==> src/rtl/maindec_pipe_if.sv <==
// D-stage decode inputs and E-stage control outputs of the main decoder.
// master drives D-stage signals; slave is the decoder.
interface maindec_pipe_if;
    logic [6:0] op;
    logic       validD;
    logic       stall_i;
    logic       flush_i;
    logic [1:0] ImmSrcD;
    logic       RegWriteE;
    logic       ALUSrcE;
    logic       MemWriteE;
    logic [1:0] ResultSrcE;
    logic       BranchE;
    logic [1:0] ALUOpE;
    logic       JumpE;
    logic       FPE;
    logic       FPlwE;
    logic       FPswE;
    logic       validE;
    logic       illegalE;
    logic       fp_busy;

    modport master (
        output op, validD, stall_i, flush_i,
        input  ImmSrcD, RegWriteE, ALUSrcE, MemWriteE,
        input  ResultSrcE, BranchE, ALUOpE, JumpE,
        input  FPE, FPlwE, FPswE, validE, illegalE, fp_busy
    );

    modport slave (
        input  op, validD, stall_i, flush_i,
        output ImmSrcD, RegWriteE, ALUSrcE, MemWriteE,
        output ResultSrcE, BranchE, ALUOpE, JumpE,
        output FPE, FPlwE, FPswE, validE, illegalE, fp_busy
    );
endinterface

==> src/rtl/maindec_pipe.sv <==
// Main decoder: D-stage opcode decode, D->E control register,
// and a small FSM that holds E for multi-cycle FP R-type ops.
module maindec_pipe #(
    parameter bit FP_EN  = 1'b1,
    parameter int FP_LAT = 4,
    parameter int CNT_W  = $clog2(FP_LAT + 1)
) (
    input  logic            clk,
    input  logic            reset,
    maindec_pipe_if.slave   bus
);

    typedef struct packed {
        logic       reg_write;
        logic [1:0] imm_src;
        logic       alu_src;
        logic       mem_write;
        logic [1:0] result_src;
        logic       branch;
        logic [1:0] alu_op;
        logic       jump;
        logic       fp;
        logic       fp_lw;
        logic       fp_sw;
        logic       valid;
        logic       illegal;
    } ctrl_t;

    typedef enum logic {IDLE, BUSY} state_t;

    localparam bit MULTI = (FP_LAT > 1);
    localparam logic [CNT_W-1:0] CNT_START =
        CNT_W'(MULTI ? FP_LAT - 2 : 0);

    logic is_lw, is_flw, is_sw, is_fsw, is_r;
    logic is_fpr, is_beq, is_ialu, is_jal, is_zero;

    assign is_lw   = (bus.op == 7'b0000011);
    assign is_flw  = (bus.op == 7'b0000111) && FP_EN;
    assign is_sw   = (bus.op == 7'b0100011);
    assign is_fsw  = (bus.op == 7'b0100111) && FP_EN;
    assign is_r    = (bus.op == 7'b0110011);
    assign is_fpr  = (bus.op == 7'b1010011) && FP_EN;
    assign is_beq  = (bus.op == 7'b1100011);
    assign is_ialu = (bus.op == 7'b0010011);
    assign is_jal  = (bus.op == 7'b1101111);
    assign is_zero = (bus.op == 7'b0000000);

    ctrl_t tab;
    ctrl_t dec;

    // Table is op-only so ImmSrcD does not depend on validD.
    always_comb begin
        tab = '0;
        unique case (1'b1)
            is_lw, is_flw: begin
                tab.reg_write  = 1'b1;
                tab.alu_src    = 1'b1;
                tab.result_src = 2'b01;
                tab.fp         = is_flw;
                tab.fp_lw      = is_flw;
            end
            is_sw, is_fsw: begin
                tab.imm_src   = 2'b01;
                tab.alu_src   = 1'b1;
                tab.mem_write = 1'b1;
                tab.fp        = is_fsw;
                tab.fp_sw     = is_fsw;
            end
            is_r: begin
                tab.reg_write = 1'b1;
                tab.alu_op    = 2'b10;
            end
            is_fpr: begin
                tab.reg_write = 1'b1;
                tab.fp        = 1'b1;
            end
            is_beq: begin
                tab.imm_src = 2'b10;
                tab.branch  = 1'b1;
                tab.alu_op  = 2'b01;
            end
            is_ialu: begin
                tab.reg_write = 1'b1;
                tab.alu_src   = 1'b1;
                tab.alu_op    = 2'b10;
            end
            is_jal: begin
                tab.reg_write  = 1'b1;
                tab.imm_src    = 2'b11;
                tab.result_src = 2'b10;
                tab.jump       = 1'b1;
            end
            is_zero: ;
            default: tab.illegal = 1'b1;
        endcase
        tab.valid = ~is_zero & ~tab.illegal;
    end

    always_comb begin
        dec = '0;
        if (bus.validD) dec = tab;
    end

    assign bus.ImmSrcD = tab.imm_src;

    state_t           state_q, state_d;
    logic [CNT_W-1:0] cnt_q, cnt_d;
    ctrl_t            e_q, e_d;
    logic             busy, hold, start;

    assign busy  = (state_q == BUSY);
    assign hold  = bus.stall_i | busy;
    assign start = ~hold & bus.validD & is_fpr & MULTI;

    always_comb begin
        state_d = state_q;
        cnt_d   = cnt_q;
        e_d     = e_q;
        if (bus.flush_i) begin
            state_d = IDLE;
            cnt_d   = '0;
            e_d     = '0;
        end else begin
            if (!hold) e_d = dec;
            unique case (state_q)
                IDLE: begin
                    if (start) begin
                        state_d = BUSY;
                        cnt_d   = CNT_START;
                    end
                end
                BUSY: begin
                    if (!bus.stall_i) begin
                        if (cnt_q == '0) state_d = IDLE;
                        else cnt_d = cnt_q - 1'b1;
                    end
                end
                default: state_d = IDLE;
            endcase
        end
    end

    always_ff @(posedge clk) begin
        if (reset) begin
            state_q <= IDLE;
            cnt_q   <= '0;
            e_q     <= '0;
        end else begin
            state_q <= state_d;
            cnt_q   <= cnt_d;
            e_q     <= e_d;
        end
    end

    assign bus.RegWriteE  = e_q.reg_write;
    assign bus.ALUSrcE    = e_q.alu_src;
    assign bus.MemWriteE  = e_q.mem_write;
    assign bus.ResultSrcE = e_q.result_src;
    assign bus.BranchE    = e_q.branch;
    assign bus.ALUOpE     = e_q.alu_op;
    assign bus.JumpE      = e_q.jump;
    assign bus.FPE        = e_q.fp;
    assign bus.FPlwE      = e_q.fp_lw;
    assign bus.FPswE      = e_q.fp_sw;
    assign bus.validE     = e_q.valid;
    assign bus.illegalE   = e_q.illegal;
    assign bus.fp_busy    = busy;

    logic unused_imm;
    assign unused_imm = ^e_q.imm_src;

endmodule

==> src/flat_wrapper.sv <==
// flat-port wrapper written by rule: the top's interface ports become plain ports
module maindec_pipe_flat 
#(
    parameter bit FP_EN  = 1'b1,
    parameter int FP_LAT = 4,
    parameter int CNT_W  = $clog2(FP_LAT + 1)
)
  (clk, reset, bus_op, bus_validD, bus_stall_i, bus_flush_i, bus_ImmSrcD, bus_RegWriteE, bus_ALUSrcE, bus_MemWriteE, bus_ResultSrcE, bus_BranchE, bus_ALUOpE, bus_JumpE, bus_FPE, bus_FPlwE, bus_FPswE, bus_validE, bus_illegalE, bus_fp_busy);
  maindec_pipe_if bus_i ();
  input  logic clk;
  input  logic reset;
  input wire logic [$bits(bus_i.op)-1:0] bus_op;
  input wire logic [$bits(bus_i.validD)-1:0] bus_validD;
  input wire logic [$bits(bus_i.stall_i)-1:0] bus_stall_i;
  input wire logic [$bits(bus_i.flush_i)-1:0] bus_flush_i;
  output wire logic [$bits(bus_i.ImmSrcD)-1:0] bus_ImmSrcD;
  output wire logic [$bits(bus_i.RegWriteE)-1:0] bus_RegWriteE;
  output wire logic [$bits(bus_i.ALUSrcE)-1:0] bus_ALUSrcE;
  output wire logic [$bits(bus_i.MemWriteE)-1:0] bus_MemWriteE;
  output wire logic [$bits(bus_i.ResultSrcE)-1:0] bus_ResultSrcE;
  output wire logic [$bits(bus_i.BranchE)-1:0] bus_BranchE;
  output wire logic [$bits(bus_i.ALUOpE)-1:0] bus_ALUOpE;
  output wire logic [$bits(bus_i.JumpE)-1:0] bus_JumpE;
  output wire logic [$bits(bus_i.FPE)-1:0] bus_FPE;
  output wire logic [$bits(bus_i.FPlwE)-1:0] bus_FPlwE;
  output wire logic [$bits(bus_i.FPswE)-1:0] bus_FPswE;
  output wire logic [$bits(bus_i.validE)-1:0] bus_validE;
  output wire logic [$bits(bus_i.illegalE)-1:0] bus_illegalE;
  output wire logic [$bits(bus_i.fp_busy)-1:0] bus_fp_busy;
  assign bus_i.op = bus_op;
  assign bus_i.validD = bus_validD;
  assign bus_i.stall_i = bus_stall_i;
  assign bus_i.flush_i = bus_flush_i;
  assign bus_ImmSrcD = bus_i.ImmSrcD;
  assign bus_RegWriteE = bus_i.RegWriteE;
  assign bus_ALUSrcE = bus_i.ALUSrcE;
  assign bus_MemWriteE = bus_i.MemWriteE;
  assign bus_ResultSrcE = bus_i.ResultSrcE;
  assign bus_BranchE = bus_i.BranchE;
  assign bus_ALUOpE = bus_i.ALUOpE;
  assign bus_JumpE = bus_i.JumpE;
  assign bus_FPE = bus_i.FPE;
  assign bus_FPlwE = bus_i.FPlwE;
  assign bus_FPswE = bus_i.FPswE;
  assign bus_validE = bus_i.validE;
  assign bus_illegalE = bus_i.illegalE;
  assign bus_fp_busy = bus_i.fp_busy;
  maindec_pipe #(.FP_EN(FP_EN), .FP_LAT(FP_LAT), .CNT_W(CNT_W)) u_core (.clk(clk), .reset(reset), .bus(bus_i));
endmodule
==> config.mk <==
export PLATFORM = sky130hd
export DESIGN_NAME = maindec_pipe_flat
export DESIGN_NICKNAME = d
export VERILOG_FILES = /design/src/rtl/maindec_pipe_if.sv /design/src/rtl/maindec_pipe.sv /design/src/flat_wrapper.sv
export SDC_FILE = /design/constraint.sdc
export NUM_CORES = 1
export LEC_CHECK = 0
export ABC_AREA = 0
export CORE_ASPECT_RATIO = 1.2
export CORE_MARGIN = 5
export CORE_UTILIZATION = 48
export DETAILED_ROUTE_END_ITERATION = 6
export GPL_ROUTABILITY_DRIVEN = 0
export GPL_TIMING_DRIVEN = 0
export PLACE_DENSITY = 0.83
export REMOVE_ABC_BUFFERS = 1
export SLEW_MARGIN = 10
export SYNTH_ARGS = -nofsm -noshare
export SYNTH_HDL_FRONTEND = slang
export SYNTH_SLANG_ARGS = --single-unit
==> constraint.sdc <==
create_clock -name clk -period 3.2 [get_ports clk]
set_clock_uncertainty 0.05 [all_clocks]
set_input_delay 0.32 -clock clk [delete_from_list [all_inputs] [get_ports clk]]
set_output_delay 0.32 -clock clk [all_outputs]
set_load 0.01 [all_outputs]
==> results_dict.tcl, run 1 <==
set metrics [dict create \
    maxCapViolCount 0 \
    wl_per_cell_microns 13.1 \
    r2r-end "u_core.cnt_q[2]" \
    routed_via_density 5.76 \
    wirelength_microns 2070 \
    dr.pass1.iters 4 \
    vdd_drop_max_mv 0.253 \
    synthDistinctLibCells 33 \
    final_layout_size_suffix_gt1_share_pct 5.76 \
    cts_root_buffer "clkbuf_4" \
    cp-end-kind "output pin" \
    power.density_nw_per_um2 330 \
    seq_area_frac_synth_pct 35.6 \
    cts_setup_buffers 0 \
    synth-seq-cells 16 \
    areaGrowthSynthToFinish_pct 30.3 \
    cts_resized 0 \
    diodes 0 \
    path_delay_family "buffers and inverters" \
    clock_sinks 16 \
    clk-insertion-delay-late_ps 290 \
    tightest_slew_ps 582 \
    dieArea_sq_um 2850 \
    grt_max_degree 18 \
    synth_warnings 0 \
    tritoncts "yes" \
    die_y_microns 57.5 \
    instances_no_fill 158 \
    die_w_microns 49.5 \
    pre_cts_ws_ps 576 \
    grt_pass1_vias 846 \
    numCtsBuffers 3 \
    worst_slack_ps 560 \
    hold_violations 0 \
    regToRegSetupSlack_ps 1400 \
    worstHoldStart "u_core.bus.RegWriteE" \
    hp-class "reg -> reg" \
    cpMostUsedCell "clkdlybuf4s50_1" \
    finalCritPeriodShare_pct 82.5 \
    htreeDepth 1 \
    regMostFlops "u_core.cnt_q" \
    holdPathStages 2 \
    antenna_left 0 \
    overflow 0 \
    synth.top_cells.by_area "dfxtp_1 (36%), nor2_1 (7.5%), a32oi_1 (4.9%)" \
    max_stage_delay_ps 680 \
    vias 910 \
    rsz0062_at_grt "false" \
    crit_required_ps 2830 \
    critPathSlowestCell "clkdlybuf4s50_1" \
    synth_top_cell_area_share_pct 35.6 \
    largest_reg_flops 3 \
    grt_usage_pct 15.2 \
    numPortBuffers 28 \
    grt_antenna_before_repair 0 \
    path_max_fanout 12 \
    grt_pass1_wl_microns 3570 \
    drc 0 \
    finalSetupViolCount 0 \
    drv_slew 0 \
    synth.cell_area_sq_um 901 \
    arrival_ps 2270 \
    p_leak_nw 0.413 \
    hpwl_microns 1550 \
    hold_end "u_core.bus.RegWriteE" \
    cts_hold_buffers 0 \
    fin_nets 154 \
    outcome "completed" \
    r2r-start "u_core.bus.fp_busy" \
    cp_num_buf_inv 2 \
    start_util_pct 49.8 \
    syn_area_per_cell_sq_um 7.63 \
    drt_iter0_markers 15 \
    start_kind "input port" \
    fmax_mhz 379 \
    slew_headroom_pct 60.8 \
    core_area_sq_um 1810 \
    criticalPathCategory "in -> out" \
    netlist_instances 118 \
    cts.reportedPaths.clkPinSlew_ps 100 \
    setup-tns-final_ps 0 \
    hold_slack_ps 405 \
    post-route-util_pct 64.9 \
    crit_chain "clkdlybuf4s50_1 -> nor2b_1 -> and3_1 -> a21boi_0 -> clkdlybuf4s50_1" \
    yosysTopAreaCell "dfxtp_1" \
    dpl.cell_count 154 \
    fp-row-count 17 \
    cts.path.max_buffers 2 \
    r2r_cells 3 \
    io_pins 29 \
    finalCriticalPeriod_ps 2640 \
]
logic make-up after synthesis:
kind of cell / share of synthesized area, %
DFF: 35.6
AOI/OAI and AO/OA: 21.5
and+or+nand+nor: 30.6
adders and majority gates: 2.78
buffers and inverters: 9.58
worst max-delay path by stage:
stage | depth (start not counted) | startpoint | endpoint
2_1_floorplan | 3 | u_core.bus.fp_busy | u_core.cnt_q[2]
3_3_place_gp | 5 | bus_op[5] | bus_ImmSrcD[1]
3_5_place_dp | 5 | bus_op[5] | bus_ImmSrcD[1]
4_1_cts | 5 | bus_op[5] | bus_ImmSrcD[1]
5_1_grt | 5 | bus_op[5] | bus_ImmSrcD[1]
6_report | 5 | bus_op[5] | bus_ImmSrcD[1]
cells in the mapped netlist, drive strengths merged:
cell     instances
nand4            3
nor2b            1
dfxtp           16
o21ai            7
or2              3
a32oi            5
nand2b           2
nor3             3
and2             1
a22oi            2
nor2            19
nor3b            1
clkbuf           6
a32o             1
a21oi            6
nand3            5
inv              5
and3             2
nand2           11
buf              5
a21o             1
a31oi            2
or4              1
a211oi           2
a22o             1
a21boi           1
a2bb2oi          1
nor4             3
ha               2
through the flow:
step                cell area [sq um]  total power, mW
floorplan                         833            0.227
global placement                 1140            0.256
detailed placement               1140            0.257
CTS                              1170            0.390
global route                     1170            0.409
finish                           1170            0.387
area by class of cell:
type                       count  area [sq um]
timing repair buffer          28           280
fill                         166           634
clock buffer                   4          36.3
inverter                       5          18.8
tap                           19          23.8
sequential                    16           320
multi-input combinational     86           494
cells in the final DEF, fill, tap and decap left out, drive strengths merged, types with 4 or more instances in the layout:
| cell | n |
|---|---|
| nand2 | 11 |
| a21oi | 6 |
| clkbuf | 4 |
| clkdlybuf4s50 | 28 |
| nand3 | 5 |
| dfxtp | 16 |
| a32oi | 5 |
| inv | 5 |
| o21ai | 7 |
| nor2 | 19 |
metal layers:
metal	GRT usage [%]	up-vias	wire length (microns)
li1	-	461	-
met1	19.4	412	892
met2	24.9	33	1010
met3	3.39	4	141
met4	5.62	0	29
met5	0	-	0
worst min-delay path: stages, from the launching register on:
cell	delay (ps)
dfxtp_1	320
nand2_1	50
a21oi_1	50
where the power goes:
part           switching (mW)  internal [mW]  leakage, nW
Sequential           0.000384          0.200        0.129
Combinational          0.0300         0.0226        0.263
Clock                  0.0648         0.0693       0.0210
Total                  0.0952          0.292        0.413
Note: power is estimated with default switching activity, not from simulation.
==> run 2, diff against run 1 <==
--- a/config.mk
+++ b/config.mk
@@ -8,11 +8,11 @@
 export ABC_AREA = 0
 export CORE_ASPECT_RATIO = 1.2
 export CORE_MARGIN = 5
-export CORE_UTILIZATION = 48
+export CORE_UTILIZATION = 44
 export DETAILED_ROUTE_END_ITERATION = 6
 export GPL_ROUTABILITY_DRIVEN = 0
 export GPL_TIMING_DRIVEN = 0
-export PLACE_DENSITY = 0.83
+export PLACE_DENSITY = 0.77
 export REMOVE_ABC_BUFFERS = 1
 export SLEW_MARGIN = 10
 export SYNTH_ARGS = -nofsm -noshare
==> constraint.sdc (replaced) <==
create_clock -name clk -period 2.5 [get_ports clk]
set_clock_uncertainty 0.05 [all_clocks]
set_input_delay 0.25 -clock clk [delete_from_list [all_inputs] [get_ports clk]]
set_output_delay 0.25 -clock clk [all_outputs]
set_load 0.01 [all_outputs]
==> run 2 against run 1 <==
Worst setup slack lost 370 ps. Design area increased by 0.21%. Critical path type unchanged. Critical endpoint unchanged. Die area increased by 7.4%. Utilization shrank 6.2 points. Largest power group unchanged. Via count up 3.0%. Total power rose by 27%. Sequential power up 28%. Register-to-register slack got worse by 700 ps. Non-clock buffer count is the same. First-iteration DRC count increased by 80%.
==> results_dict.tcl, run 2 (synthesized netlist as in run 1, its figures left out) <==
set metrics [dict create \
    r2r-start "u_core.bus.fp_busy" \
    die_y_microns 59.6 \
    grt_pass1_wl_microns 3700 \
    cts.reportedPaths.clkPinSlew_ps 90 \
    p_leak_nw 0.423 \
    hpwl_microns 1650 \
    outcome "completed" \
    drc 0 \
    grt_antenna_before_repair 0 \
    grt_use_met2_pct 27.6 \
    slew_headroom_pct 55.4 \
    power.density_nw_per_um2 419 \
    crit_required_ps 2200 \
    fmax_mhz 432 \
    fp-row-count 18 \
    core_area_sq_um 2000 \
    power_switching_mw 0.120 \
    die_w_microns 51.3 \
    regToRegSetupSlack_ps 700 \
    tightest_slew_ps 662 \
    clock_sinks 16 \
    largest_reg_flops 3 \
    cts_root_buffer "clkbuf_4" \
    grt_max_degree 18 \
    cp-end-kind "output pin" \
    numPortBuffers 28 \
    pre_cts_ws_ps -23.1 \
    finalCritPeriodShare_pct 92.6 \
    drv_slew 0 \
    r2r-end "u_core.cnt_q[2]" \
    vdd_drop_max_mv 0.387 \
    finalSetupViolCount 0 \
    grt_util_met1_pct 18.3 \
    start_kind "input port" \
    hp-class "reg -> reg" \
    grt-busiest-layer "met2" \
    grt_pass1_vias 860 \
    maxCapViolCount 0 \
    finalCriticalPeriod_ps 2310 \
    diodes 0 \
    criticalPathCategory "in -> out" \
    overflow 0 \
    cts_setup_buffers 0 \
    cts_hold_buffers 0 \
    final_cell_mix "clkdlybuf4s50_1 (26), nor2_1 (18), dfxtp_1 (16)" \
    start_util_pct 44.9 \
    arrival_ps 2010 \
    power_frac_comb_pct 13.8 \
    path_max_fanout 11 \
    routed_via_density 5.89 \
    use_met3_pct 3.27 \
    clk-insertion-delay-late_ps 280 \
    p_clk_share_pct 34.2 \
    cts_resized 1 \
    drt_iter0_markers 27 \
    wl_per_cell_microns 14.2 \
    p_sw_share_pct 24.4 \
    regMostFlops "u_core.cnt_q" \
    htreeDepth 1 \
    grt_usage_pct 15.5 \
    numCtsBuffers 3 \
    worstSetupStartpoint "bus_op[6]" \
    holdPathStages 2 \
    worst_slack_ps 186 \
    final_layout_size_suffix_gt1_share_pct 5.76 \
    fill_cells 191 \
    vias 937 \
    total_power_mw 0.493 \
    r2r_cells 3 \
    areaGrowthSynthToFinish_pct 30.6 \
    hold_violations 0 \
    wirelength_microns 2260 \
    sequentialPowerShare_pct 52.0 \
    fin_nets 154 \
    tritoncts "yes" \
    dr.pass1.iters 4 \
    layout_commonest_cell "clkdlybuf4s50_1" \
    p_int_mw 0.372 \
    cts.path.max_buffers 2 \
    antenna_left 0 \
    cp-endpoint "bus_ImmSrcD[1]" \
    dieArea_sq_um 3060 \
    rsz0062_at_grt "false" \
    io_pins 29 \
]
[run 2: cell types whose count changed in the layout (fill, tap and decap cells not counted)]
| cell | change |
|---|---|
| dlygate4sd2_1 | +1 |
| dlymetal6s2s_1 | +1 |
| clkdlybuf4s50_1 | -2 |
[run 2: final cells by class]
type	instances	area, sq um	area share (%)
inverters	5	18.8	1.60
clock buffers	4	36.3	3.09
well taps	20	25.0	2.13
repair buffers	28	282	23.9
flip-flops and latches	16	320	27.2
multi-input cells	86	494	42.0
[run 2: routing by layer]
metal	share of wire [%]	up-vias	wire length, microns
met5	0	-	0
li1	-	465	-
met1	42	417	956
met2	48	51	1080
met4	1.2	0	28
met3	8.5	4	193
[run 2: stage by stage]
stage / hold slack, ps / setup TNS [ps] / instance area [sq um] / util [%] / instances
floorplan: 352 / 0 / 833 / - / 107
detailed placement: 398 / -23.1 / 1140 / 56.8 / 155
global placement: 392 / -6.23 / 1140 / 56.8 / 155
CTS: 409 / 0 / 1170 / 58.6 / 159
global route: 430 / 0 / 1180 / 58.7 / 159
finish: 405 / 0 / 1180 / 58.7 / 159
[run 2: worst min-delay path by stage]
stage,endpoint,slack [ps],startpoint
detailed placement,u_core.bus.MemWriteE,400,u_core.bus.MemWriteE
global route,u_core.bus.RegWriteE,430,u_core.bus.RegWriteE
CTS,u_core.bus.MemWriteE,410,u_core.bus.MemWriteE
finish,u_core.bus.MemWriteE,410,u_core.bus.MemWriteE
floorplan,u_core.bus.MemWriteE,350,bus_op[5]
global placement,u_core.bus.MemWriteE,390,u_core.bus.MemWriteE
[run 2: critical path, stage by stage]
cell and delay [ps]:
clkdlybuf4s50_1 680, and3_1 310, a21boi_0 200, clkdlybuf4s50_1 570
[run 2: power by group through the flow]
stage,combinational (mW),clock [mW],sequential [mW]
global placement,0.0663,0,0.262
finish,0.0681,0.168,0.256
detailed placement,0.0675,0,0.262
floorplan,0.0285,0,0.262
CTS,0.0673,0.172,0.256
global route,0.0747,0.181,0.256
